[src/rtl/bp_common_cfg_pkg.sv]
// Shared configuration-bus types: loader state, register map and bus payload.
package bp_common_cfg_pkg;

  localparam int unsigned cfg_core_width_gp = 8;
  localparam int unsigned cfg_addr_width_gp = 16;
  localparam int unsigned cfg_data_width_gp = 64;

  localparam logic [cfg_addr_width_gp-1:0] bp_cfg_reg_freeze_gp   = 16'h0001;
  localparam logic [cfg_addr_width_gp-1:0] bp_cfg_reg_core_id_gp  = 16'h0002;
  localparam logic [cfg_addr_width_gp-1:0] bp_cfg_reg_cce_mode_gp = 16'h0003;

  typedef enum logic [1:0] {
    e_idle,
    e_config,
    e_unfreeze,
    e_done
  } bp_cfg_loader_state_e;

  typedef struct packed {
    logic                         v;
    logic                         w;
    logic [cfg_core_width_gp-1:0] core;
    logic [cfg_addr_width_gp-1:0] addr;
    logic [cfg_data_width_gp-1:0] data;
  } bp_cfg_bus_s;

endpackage

[src/rtl/bp_cfg_seq_gen.sv]
// Maps the loader's sequencing position to the bus request it must issue.
module bp_cfg_seq_gen
  import bp_common_cfg_pkg::*;
#(
  parameter int unsigned core_cnt_width_p = 1
) (
  input  bp_cfg_loader_state_e        state_i,
  input  logic [core_cnt_width_p-1:0] core_cnt_i,
  input  logic [1:0]                  reg_cnt_i,
  input  logic                        mode_i,
  output bp_cfg_bus_s                 req_o
);

  always_comb begin
    req_o = '0;
    unique case (state_i)
      e_config: begin
        req_o.v    = 1'b1;
        req_o.w    = 1'b1;
        req_o.core = cfg_core_width_gp'(core_cnt_i);
        unique case (reg_cnt_i)
          2'd0: begin
            req_o.addr = bp_cfg_reg_freeze_gp;
            req_o.data = cfg_data_width_gp'(1);
          end
          2'd1: begin
            req_o.addr = bp_cfg_reg_core_id_gp;
            req_o.data = cfg_data_width_gp'(core_cnt_i);
          end
          default: begin
            req_o.addr = bp_cfg_reg_cce_mode_gp;
            req_o.data = cfg_data_width_gp'(mode_i);
          end
        endcase
      end
      e_unfreeze: begin
        req_o.v    = 1'b1;
        req_o.w    = 1'b1;
        req_o.core = cfg_core_width_gp'(core_cnt_i);
        req_o.addr = bp_cfg_reg_freeze_gp;
        req_o.data = '0;
      end
      default: ;
    endcase
  end

endmodule

[src/rtl/bp_cfg_loader.sv]
// Boot-time config sequencer: freezes, numbers and moded every core, then unfreezes them;
// the host port owns the bus whenever the loader is not busy.
module bp_cfg_loader
  import bp_common_cfg_pkg::*;
#(
  parameter int unsigned num_core_p       = 1,
  parameter int unsigned cfg_core_width_p = cfg_core_width_gp,
  parameter int unsigned cfg_addr_width_p = cfg_addr_width_gp,
  parameter int unsigned cfg_data_width_p = cfg_data_width_gp
) (
  input  logic                        clk_i,
  input  logic                        reset_i,
  input  logic                        start_i,
  input  logic                        cce_mode_i,
  output logic                        busy_o,
  output logic                        done_o,
  input  logic                        host_v_i,
  input  logic                        host_w_i,
  input  logic [cfg_core_width_p-1:0] host_core_i,
  input  logic [cfg_addr_width_p-1:0] host_addr_i,
  input  logic [cfg_data_width_p-1:0] host_data_i,
  output logic                        host_ready_o,
  output logic                        cfg_v_o,
  output logic                        cfg_w_o,
  output logic [cfg_core_width_p-1:0] cfg_core_o,
  output logic [cfg_addr_width_p-1:0] cfg_addr_o,
  output logic [cfg_data_width_p-1:0] cfg_data_o,
  input  logic                        cfg_ready_i
);

  localparam int unsigned core_cnt_width_lp = $clog2(num_core_p + 1);
  localparam logic [core_cnt_width_lp-1:0] last_core_lp = core_cnt_width_lp'(num_core_p - 1);

  bp_cfg_loader_state_e          state_q, state_d;
  logic [core_cnt_width_lp-1:0]  core_cnt_q, core_cnt_d;
  logic [1:0]                    reg_cnt_q, reg_cnt_d;
  logic                          mode_q, mode_d;
  logic                          last_reg_c, last_core_c;
  bp_cfg_bus_s                   req;

  assign last_reg_c  = (reg_cnt_q == 2'd2);
  assign last_core_c = (core_cnt_q == last_core_lp);

  always_ff @(posedge clk_i or posedge reset_i) begin
    if (reset_i) state_q <= e_idle;
    else         state_q <= state_d;
  end

  always_comb begin
    state_d = state_q;
    unique case (state_q)
      e_idle, e_done: if (start_i) state_d = e_config;
      e_config:       if (cfg_ready_i && last_reg_c && last_core_c) state_d = e_unfreeze;
      e_unfreeze:     if (cfg_ready_i && last_core_c) state_d = e_done;
      default:        state_d = e_idle;
    endcase
  end

  // Counters wrap back to zero at their terminal value so they never overrun.
  always_comb begin
    core_cnt_d = core_cnt_q;
    reg_cnt_d  = reg_cnt_q;
    mode_d     = mode_q;
    unique case (state_q)
      e_idle, e_done: begin
        if (start_i) begin
          mode_d     = cce_mode_i;
          core_cnt_d = '0;
          reg_cnt_d  = '0;
        end
      end
      e_config: begin
        if (cfg_ready_i) begin
          if (last_reg_c) begin
            reg_cnt_d  = '0;
            core_cnt_d = last_core_c ? '0 : core_cnt_q + core_cnt_width_lp'(1);
          end else begin
            reg_cnt_d = reg_cnt_q + 2'd1;
          end
        end
      end
      e_unfreeze: begin
        if (cfg_ready_i) core_cnt_d = last_core_c ? '0 : core_cnt_q + core_cnt_width_lp'(1);
      end
      default: ;
    endcase
  end

  always_ff @(posedge clk_i or posedge reset_i) begin
    if (reset_i) begin
      core_cnt_q <= '0;
      reg_cnt_q  <= '0;
      mode_q     <= 1'b0;
    end else begin
      core_cnt_q <= core_cnt_d;
      reg_cnt_q  <= reg_cnt_d;
      mode_q     <= mode_d;
    end
  end

  bp_cfg_seq_gen #(
    .core_cnt_width_p(core_cnt_width_lp)
  ) seq_gen (
    .state_i   (state_q),
    .core_cnt_i(core_cnt_q),
    .reg_cnt_i (reg_cnt_q),
    .mode_i    (mode_q),
    .req_o     (req)
  );

  // Host passthrough while idle/done; reset masks the handshake outputs immediately.
  always_comb begin
    busy_o       = (state_q == e_config) || (state_q == e_unfreeze);
    done_o       = (state_q == e_done);
    cfg_v_o      = host_v_i;
    cfg_w_o      = host_w_i;
    cfg_core_o   = host_core_i;
    cfg_addr_o   = host_addr_i;
    cfg_data_o   = host_data_i;
    host_ready_o = cfg_ready_i;
    if (busy_o) begin
      cfg_v_o      = req.v;
      cfg_w_o      = req.w;
      cfg_core_o   = cfg_core_width_p'(req.core);
      cfg_addr_o   = cfg_addr_width_p'(req.addr);
      cfg_data_o   = cfg_data_width_p'(req.data);
      host_ready_o = 1'b0;
    end
    if (reset_i) begin
      cfg_v_o      = 1'b0;
      host_ready_o = 1'b0;
    end
  end

endmodule

[config.mk]
export PLATFORM = sky130hd
export DESIGN_NAME = bp_cfg_loader
export DESIGN_NICKNAME = d
export VERILOG_FILES = /design/src/rtl/bp_common_cfg_pkg.sv /design/src/rtl/bp_cfg_seq_gen.sv /design/src/rtl/bp_cfg_loader.sv
export SDC_FILE = /design/constraint.sdc
export NUM_CORES = 1
export LEC_CHECK = 0
export CORE_MARGIN = 5
export CORE_UTILIZATION = 32
export CTS_BUF_LIST = sky130_fd_sc_hd__clkbuf_8
export DETAILED_ROUTE_END_ITERATION = 6
export PLACE_DENSITY = 0.8
export SYNTH_ARGS = -nofsm -noshare
export SYNTH_HDL_FRONTEND = slang
export SYNTH_HIERARCHICAL = 1
export SYNTH_SLANG_ARGS = --single-unit
export TNS_END_PERCENT = 20
[constraint.sdc]
create_clock -name clk_i -period 1.8 [get_ports clk_i]
set_input_delay 0.36 -clock clk_i [delete_from_list [all_inputs] [get_ports clk_i]]
set_output_delay 0.36 -clock clk_i [all_outputs]
set_load 0.01 [all_outputs]
==> results by group <==
Clock tree
  • Root Driver: clkbuf_8
  • Clock sink count: 5
  • CTS tree: done
  • CTS max path bufs: 2
  • CTS buffer count: 3
  • H-tree depth: 1
  • Post-CTS Hold Fix Bufs: 0
  • CTS clk-pin slew, worst paths: 40 ps
  • Later-pin clock latency in the skew report: 220 ps

Drt
  • DR WL/cell: 13.6 um
  • Antenna viol nets, final: 0
  • Via Count: 2152
  • Final WL: about 7.5 mm
  • Initial DRT Pass Iterations: 4
  • Remaining DRCs: 0
  • DRT iter0 DRCs: 46
  • Vias/cell: 3.93

Global route
  • Met1 Resource Use GR: 0.141
  • Vias in the first global route: 2375
  • First-pass GRT wire length: 11.6 mm
  • Initial antenna violation count: 0
  • Met2 Use GR: 0.307
  • Met3 usage: 0.0574
  • Top Usage Layer GRT: met2
  • Total global-route track usage: 0.151
  • Global route overflow: 0
  • Pin count of the biggest net entering global routing: 11

Worst setup path
  • Worst EP arrival: 1770 ps
  • Crit Path Max Fanout: 8
  • CP Data Required Time: around 1400 ps
  • Setup crit start kind: flip-flop
  • R2R depth: 8
  • Critical path endpoint category: primary output
  • Crit Path Category: flip-flop to primary output

Cells and area
  • Layout cells sized above 1: 0.507
  • Register area: 125 sq um
  • Area of the multi-input gates: 0.00191 sq mm
  • Final net count: between 500 and 600
  • N_diodes: 0
  • Layout fillers: 667
  • Area Overhead vs Synth: 79.6%
  • Layout Cells excl Fill: 548

Logic synthesis
  • Synth Register Bits: 5
  • Yosys cell types: 26
  • Number of synthesized flops with an enable pin: 0
  • Ys flop type: dfrtp_1
  • Leading area contributor after synthesis: mux2_4
  • Most area-consuming cells after synthesis: mux2_4 35%, buf_4 26%, mux2_2 15%
  • Adder-cell share of the synthesized area: 0.0306
  • Async SR Flop Fraction: 1.00
  • Post-synthesis mux area share: 0.517
  • Count leader, synth: buf_4
  • Synth Area in Compound Gates: 0.0317
  • XOR/XNOR Fraction of Synth Area: 0
  • Register area share after synthesis: 0.0511
  • Main combinational cell family by area after synthesis: multiplexers
  • Synth Area per Inst: 10.5 sq um
  • Top-area cell type share of the netlist area: 0.349
  • Cells after synthesis: approximately 230
  • Synthesized cell area: ~0.0024 sq mm
  • Yosys Warn Count: 6
  • Most frequent cells after synthesis: 85 x buf_4, 57 x mux2_4, 33 x mux2_2
  • Simple-gate area share of the yosys netlist: 0.0398

Timing
  • Worst clock skew: 2.63 ps
  • Slew Limit Fails: 0
  • # setup viols final: 94
  • Hold Fails Final Rpt: 0
  • Final min period: 2130 ps
  • Final worst slack: -334 ps
  • Fmax: ~470 MHz
  • Tcrit/Tclk final: 1.19
  • RSZ-0062 raised after global routing: yes
  • Final setup TNS: -20520 ps

Placed design
  • Placer Congestion: 0.822
  • Cell total after placement: 526
  • Port buffer count: 187
  • Detail Placement HPWL: 5.77 mm

Power
  • P_leak: 0.00222 uW
  • Maximum VDD drop: roughly 0.00093 V
  • Pwr Total: about 9100 uW
  • Pwr dens: 2070 mW/mm^2

Run status
  • Status: complete, but fails checks
  • Failing checks: negative setup slack

Min path
  • Worst hold-check path type: input port to async pin

Floorplanning
  • Core area: roughly 0.0076 sq mm
  • Die width: a little under 100 um
  • IO Pins: 188
  • Full die area: around 0.0095 sq mm
  • Initial Util: 0.322
  • FP Rows: 32
  • Die Height: 97.5 um

Run
  • Max-capacitance violation count: 0
through the flow:
stage / utilization / cell area [sq um] / worst slack [ps] / hold WS, ps
6_report: 0.578 / 4400 / -334 / 528
5_1_grt: 0.578 / 4400 / -376 / 550
4_1_cts: 0.575 / 4370 / -315 / 532
3_5_place_dp: 0.545 / 4150 / -429 / 543
3_3_place_gp: 0.545 / 4150 / -382 / 517
2_1_floorplan: - / 2770 / -23.0 / 139
cells in the final DEF (no fill, tap or decap), types with 6 or more instances in the layout:
cell / synthesis / routed
mux2_2: 33 / 31
mux2_4: 57 / 59
buf_6: 1 / 51
clkdlybuf4s50_1: 0 / 94
buf_2: 3 / 39
buf_16: 0 / 6
conb_1: 2 / 86
dlygate4sd2_1: 0 / 8
buf_4: 85 / 17
area by class of cell:
| class | count | area share |
|---|---|---|
| Multi-Input combinational cell | 209 | 0.433 |
| Clock inverter | 1 | 0.000853 |
| Inverter | 8 | 0.00682 |
| Tap cell | 102 | 0.0290 |
| Clock buffer | 3 | 0.00938 |
| Timing Repair Buffer | 220 | 0.492 |
| Sequential cell | 5 | 0.0284 |
worst max-delay path, cell delays in order, from the launching register on:
cell and delay [ps]:
dfrtp_1 390, inv_2 90, ha_4 230, buf_6 140, buf_6 130, buf_16 140, mux2_4 300, buf_6 120
timing repair:
| action | CTS | global route |
|---|---|---|
| buffers inserted | 12 | 0 |
| cloned | 6 | 1 |
| pin swaps | 5 | 3 |
| resized for setup | 412 | 5 |
| endpoints found under the hold margin | 0 | 0 |
| endpoints found under the setup margin | 97 | 98 |
sequential cells by signal, indices dropped and copies added, names as in the netlist:
register   flops
state_q        2
mode_q         1
reg_cnt_q      2
per-layer routing:
metal | vias to the layer above | wire length, um
li1 | 1053 | -
met1 | 978 | 2560
met2 | 113 | 4110
met3 | 8 | 703
met4 | 0 | 80
met5 | - | 0
worst paths after layout:
path | from | endpoint | slack [ps]
setup reg to reg | state_q[0] | state_q[0] | -60
hold / removal | reset_i | reg_cnt_q[1] | 530
max in group asynchronous | reset_i | state_q[0] | 1080
setup / recovery | state_q[0] | cfg_data_o[7] | -330
hold reg to reg | mode_q | mode_q | 560
min in group clk_i | mode_q | mode_q | 560
where the power goes:
part | switching [uW] | internal, uW
logic | 3280 | 5390
clock network | 58.7 | 146
registers | 50.7 | 163
total | 3390 | 5700
kinds of logic (layout without fill, tap and decap cells):
| kind of cell | count (synthesis) | count (layout) |
|---|---|---|
| multiplexers | 94 | 94 |
| buffers and inverters | 104 | 232 |
| flip-flops | 5 | 5 |
| other | 2 | 86 |
| AND/OR/NAND/NOR | 17 | 17 |
| adder cells (fa/ha/maj) | 6 | 6 |
| AO/OA/AOI/OAI | 6 | 6 |
Note: power is estimated with default switching activity, not from simulation.
